==> src/rtl/irq_controller.sv <==
// Two-line interrupt controller: synchronises sources, latches edges, arbitrates by lowest ID
// and runs the raise/take/EOI handshake per CPU line, with a sel/ack register slave port.
module irq_controller #(
  parameter int unsigned NUM_SRC = 8
) (
  input  logic               clk,
  input  logic               reset_i,
  input  logic [NUM_SRC-1:0] src_i,
  output logic [1:0]         irq_o,
  input  logic [1:0]         eoi_i,
  input  logic               sel_i,
  input  logic [31:0]        addr_i,
  input  logic               we_i,
  input  logic [3:0]         wr_mask_i,
  input  logic [31:0]        data_i,
  output logic [31:0]        data_o,
  output logic               ack_o
);

  localparam int unsigned IdW = 5;

  typedef enum logic [1:0] {
    IDLE    = 2'd0,
    ASSERT  = 2'd1,
    SERVICE = 2'd2
  } line_state_e;

  logic [NUM_SRC-1:0] sync1_q, sync2_q, prev_q;
  logic [NUM_SRC-1:0] en_q, en_d, mode_q, mode_d, tgt_q, tgt_d, latch_q, latch_d;
  logic               ack_q, ack_d;
  logic [31:0]        rdata_q, rdata_d;

  line_state_e [1:0]          state_q, state_d;
  logic        [1:0][IdW-1:0] id_q, id_d;
  logic        [1:0]          valid_q, valid_d;
  logic        [1:0]          irq_q, irq_d;

  logic [NUM_SRC-1:0]         pending, wmask, wdata, w1c, eoi_clr;
  logic [1:0][NUM_SRC-1:0]    elig;
  logic [31:0]                byte_mask, rmux;
  logic                       access;

  function automatic logic [IdW-1:0] lowest(input logic [NUM_SRC-1:0] v);
    lowest = '0;
    for (int i = int'(NUM_SRC) - 1; i >= 0; i--) begin
      if (v[i]) lowest = IdW'(i);
    end
  endfunction

  assign irq_o  = irq_q;
  assign ack_o  = ack_q;
  assign data_o = rdata_q;

  logic unused_ok;
  assign unused_ok = ^{addr_i[31:5], addr_i[1:0], data_i, byte_mask};

  // Register file, pending view and bus access
  always_comb begin
    pending   = (mode_q & latch_q) | (~mode_q & sync2_q);
    elig[0]   = pending & en_q & ~tgt_q;
    elig[1]   = pending & en_q & tgt_q;
    byte_mask = {{8{wr_mask_i[3]}}, {8{wr_mask_i[2]}}, {8{wr_mask_i[1]}}, {8{wr_mask_i[0]}}};
    wmask     = byte_mask[NUM_SRC-1:0];
    wdata     = data_i[NUM_SRC-1:0];
    access    = sel_i & ~ack_q;
    en_d      = en_q;
    mode_d    = mode_q;
    tgt_d     = tgt_q;
    w1c       = '0;
    rmux      = '0;
    ack_d     = access;
    case (addr_i[4:2])
      3'd0:    rmux = 32'(en_q);
      3'd1:    rmux = 32'(mode_q);
      3'd2:    rmux = 32'(tgt_q);
      3'd3:    rmux = 32'(pending);
      3'd4:    rmux = {valid_q[0], 26'b0, id_q[0]};
      3'd5:    rmux = {valid_q[1], 26'b0, id_q[1]};
      default: rmux = '0;
    endcase
    rdata_d = (access && !we_i) ? rmux : 32'h0;
    if (access && we_i) begin
      case (addr_i[4:2])
        3'd0:    en_d   = (en_q & ~wmask) | (wdata & wmask);
        3'd1:    mode_d = (mode_q & ~wmask) | (wdata & wmask);
        3'd2:    tgt_d  = (tgt_q & ~wmask) | (wdata & wmask);
        3'd3:    w1c    = wdata & wmask & mode_q;
        default: ;
      endcase
    end
    // A fresh edge beats any clear landing in the same cycle
    latch_d = (latch_q & ~(w1c | eoi_clr)) | (mode_q & sync2_q & ~prev_q);
  end

  // Per-line raise/take/EOI handshake
  always_comb begin
    state_d = state_q;
    id_d    = id_q;
    valid_d = valid_q;
    irq_d   = 2'b00;
    eoi_clr = '0;
    for (int n = 0; n < 2; n++) begin
      case (state_q[n])
        IDLE: begin
          if (|elig[n]) begin
            id_d[n]    = lowest(elig[n]);
            valid_d[n] = 1'b1;
            irq_d[n]   = 1'b1;
            state_d[n] = ASSERT;
          end
        end
        ASSERT: begin
          if (!eoi_i[n]) state_d[n] = SERVICE;
          else           irq_d[n]   = 1'b1;
        end
        SERVICE: begin
          if (eoi_i[n]) begin
            for (int i = 0; i < int'(NUM_SRC); i++) begin
              if (IdW'(i) == id_q[n]) eoi_clr[i] = 1'b1;
            end
            id_d[n]    = '0;
            valid_d[n] = 1'b0;
            state_d[n] = IDLE;
          end
        end
        default: state_d[n] = IDLE;
      endcase
    end
  end

  always_ff @(posedge clk or posedge reset_i) begin
    if (reset_i) begin
      sync1_q <= '0;
      sync2_q <= '0;
      prev_q  <= '0;
      en_q    <= '0;
      mode_q  <= '0;
      tgt_q   <= '0;
      latch_q <= '0;
      ack_q   <= 1'b0;
      rdata_q <= '0;
      state_q <= {IDLE, IDLE};
      id_q    <= '0;
      valid_q <= '0;
      irq_q   <= '0;
    end else begin
      sync1_q <= src_i;
      sync2_q <= sync1_q;
      prev_q  <= sync2_q;
      en_q    <= en_d;
      mode_q  <= mode_d;
      tgt_q   <= tgt_d;
      latch_q <= latch_d;
      ack_q   <= ack_d;
      rdata_q <= rdata_d;
      state_q <= state_d;
      id_q    <= id_d;
      valid_q <= valid_d;
      irq_q   <= irq_d;
    end
  end

endmodule

==> config.mk <==
export PLATFORM = sky130hd
export DESIGN_NAME = irq_controller
export DESIGN_NICKNAME = d
export VERILOG_FILES = /design/src/rtl/irq_controller.sv
export SDC_FILE = /design/constraint.sdc
export NUM_CORES = 1
export LEC_CHECK = 0
export CAP_MARGIN = 10
export CORE_ASPECT_RATIO = 1.5
export CORE_MARGIN = 10
export CORE_UTILIZATION = 40
export CTS_CLUSTER_SIZE = 28
export DETAILED_ROUTE_END_ITERATION = 10
export GPL_TIMING_DRIVEN = 0
export PLACE_DENSITY_LB_ADDON = 0.12
export SYNTH_ARGS = -nofsm -noshare
export SYNTH_HDL_FRONTEND = slang
export SYNTH_SLANG_ARGS = --single-unit
==> constraint.sdc <==
create_clock -name clk -period 2.73 [get_ports clk]
set_input_delay 0.546 -clock clk [delete_from_list [all_inputs] [get_ports clk]]
set_output_delay 0.546 -clock clk [all_outputs]
set_load 0.02 [all_outputs]
==> flow_summary.json <==
{
  "tightest_slew_ns": 0.945,
  "crit_chain": "clkdlybuf4s50_1 > nand2b_1 > inv_1 > nand4_1 > nor3_2 > mux2_2",
  "vias_per_cell": 5.30,
  "grt_pass1_wl_um": 15300,
  "min_period_ns": 2.33,
  "grt_overflow": 0,
  "power.share.switching": 0.311,
  "track_usage": 0.140,
  "holdBufCountCts": 0,
  "grt_pass1_vias": 2861,
  "ys_seq_area_frac": 0.524,
  "cts_setup_buffers": 0,
  "internal-power_mw": 2.59,
  "ctsResizeCount": 0,
  "power.density_mw_per_mm2": 798,
  "critical_path_class": "input pin to register",
  "comb_power_share": 0.251,
  "synth_top_area_frac": 0.524,
  "synth.area.top_cells": "dfrtp_1, mux2_2, buf_4",
  "worstPathMaxFanout": 8,
  "ant_nets": 0,
  "diodes": 0,
  "cp-start-kind": "input pin",
  "drc": 0,
  "slew_headroom": 0.367,
  "cts.sinks": 80,
  "hold_path_class": "register to register",
  "synth_enable_flop_cells": 0,
  "cts_max_path_buffers": 2,
  "h-tree-depth": 3,
  "syn2layout_area_growth_pct": 23.4,
  "crit_slowest_cell": "nor3_2",
  "regArea_mm2": 0.00200,
  "cap_violations": 0,
  "syn_area_mm2": 0.00382,
  "rsz0062_at_grt": "false",
  "ff2ff_setup_slack_ns": 0.51,
  "synth_top_area_cell": "dfrtp_1",
  "die_w_um": 99.8,
  "endpoint_kind": "register",
  "synth_ff_type": "dfrtp_1",
  "worstPathRequired_ns": 2.95,
  "crit_arrival_ns": 2.55,
  "drive_gt1_frac": 0.186,
  "cts_buffers": 9,
  "multi_input_area_mm2": 0.00166,
  "clkLatencyLatePin_ns": 0.34,
  "dr_total_vias": 2817,
  "hold_violations": 0,
  "path_buf_inv": 2,
  "cts_tree": "done",
  "syn_inst": 347,
  "clock-root-buffer": "clkbuf_16",
  "drt-pass1-iter-count": 4,
  "p_switching_mw": 1.17,
  "critical-path-max-stage-delay_ns": 0.74,
  "holdWs_ns": 0.346,
  "power.share.sequential": 0.436,
  "p_clk_frac": 0.313,
  "ys_types": 45,
  "finalWirelength_um": 9710,
  "skew_ns": 0.00580,
  "grt_max_degree": 50,
  "outcome": "finished, final reports clean",
  "antenna_found_initial": 0,
  "ir_worst_vdd_uv": 382,
  "fillCellCount": 880,
  "fin_setup_tns_ns": 0,
  "fp.coreArea_mm2": 0.00931,
  "fp.dieArea_mm2": 0.0139,
  "setup_viol": 0,
  "io_pins": 117,
  "numPortBuffers": 35,
  "avgSynthCellArea_um2": 11.0,
  "final_max_slew_viol_count": 0,
  "dp_hpwl_um": 7340,
  "drt-initial-drc-count": 193,
  "finalCritPeriodShare": 0.854,
  "nets": 498,
  "yosys_register_bits": 80,
  "fmax_ghz": 0.429,
  "clk_pin_slew_ns": 0.06,
  "ys_warn_count": 0,
  "start_util": 0.410,
  "wl_per_cell_um": 18.3,
  "async_reset_ff_frac": 1.00,
  "fp-row-count": 43,
  "gp_congestion": 0.929,
  "critical_path.top_delay_family": "simple AND/OR/NAND/NOR gates",
  "p_leak_nw": 2.05,
  "chipHeight_um": 140
}
-- worst paths after layout --
path | from | to | depth (start not counted)
max reg2reg | register | valid_q[1]$_DFFE_PP0P_ | 5
min | sync1_q[6]$_DFF_PP0_ | sync2_q[6]$_DFF_PP0_ | 0
min reg2reg | sync1_q[6]$_DFF_PP0_ | sync2_q[6]$_DFF_PP0_ | 0
max | sel_i | register | 6
min in group asynchronous | reset_i | sync1_q[0]$_DFF_PP0_ | 2
max in group asynchronous | reset_i | latch_q[4]$_DFF_PP0_ | 3
-- per-layer routing --
metal	vias to the layer above	track usage	routed length (µm)
met5	-	0	0
met4	0	0.0734	304
met3	22	0.0421	638
met2	81	0.229	4840
met1	1356	0.159	3930
li1	1358	-	-
-- power groups by stage --
stage	logic, mW	registers, mW	clock network (mW)
floorplan	0.693	1.59	0
global route	1.04	1.67	1.25
CTS	0.949	1.64	1.21
detailed placement	0.947	1.66	0
global placement	0.923	1.65	0
finish	0.942	1.64	1.18
-- cells in the mapped netlist, types with 2 or more instances --
cell type,count
a21oi_1,12
o221ai_1,6
o21a_1,2
o311ai_0,2
dfrtp_1,80
and3_1,8
or3_1,3
a211oi_1,10
nor2b_1,4
nand3b_1,5
buf_4,23
nand2b_1,13
nor2_1,30
nor3_1,3
mux2i_1,13
mux2_2,28
o22ai_1,14
clkbuf_1,6
o32ai_2,2
o32a_1,4
o41ai_1,3
nand4_1,2
inv_1,9
buf_2,2
xnor2_1,2
o21ai_0,10
nand2_1,29
a221oi_1,3
or2_2,3
-- area by class of cell --
type | instances | share of cell area
Buffer | 32 | 0.0443
Clock buffer | 12 | 0.0523
Clock inverter | 3 | 0.00903
Inverter | 9 | 0.00770
Multi-Input combinational cell | 248 | 0.352
Sequential cell | 80 | 0.425
Tap cell | 112 | 0.0297
Timing Repair Buffer | 36 | 0.0802
-- cell families (layout without fill, tap and decap cells) --
logic type             Yosys count  count (layout)  synth area share
other                            1              23          0.000982
AND/OR/NAND/NOR                108             108             0.151
multiplexers                    41              41             0.117
XOR/XNOR                         2               2           0.00459
buffers and inverters           41              92            0.0635
flip-flops                      80              80             0.524
AO/OA/AOI/OAI                   74              74             0.139
-- layout by cell type, fill, tap and decap left out, drive strengths merged, types with 3 or more instances in the layout --
cell	count
a211oi	10
a21oi	12
a221oi	3
and3	8
buf	27
clkbuf	18
clkdlybuf4s50	35
conb	23
dfrtp	80
inv	9
mux2	28
mux2i	13
nand2	29
nand2b	13
nand3b	5
nor2	30
nor2b	4
nor3	4
o21ai	10
o221ai	6
o22ai	14
o32a	4
o32ai	3
o41ai	3
or2	3
or3	4
-- stage by stage --
step                      utilization  cell area, µm²  instances  power (mW)  worst slack (ns)
after floorplan                     -            3900        369        2.28             0.132
after global placement          0.472            4390        516        2.58             -1.10
after detailed placement        0.475            4420        517        2.60            0.0275
after CTS                       0.506            4710        532        3.80             0.366
after global routing            0.506            4710        532        3.96             0.283
final                           0.506            4710        532        3.76             0.398
Note: power is estimated with default switching activity, not from simulation.
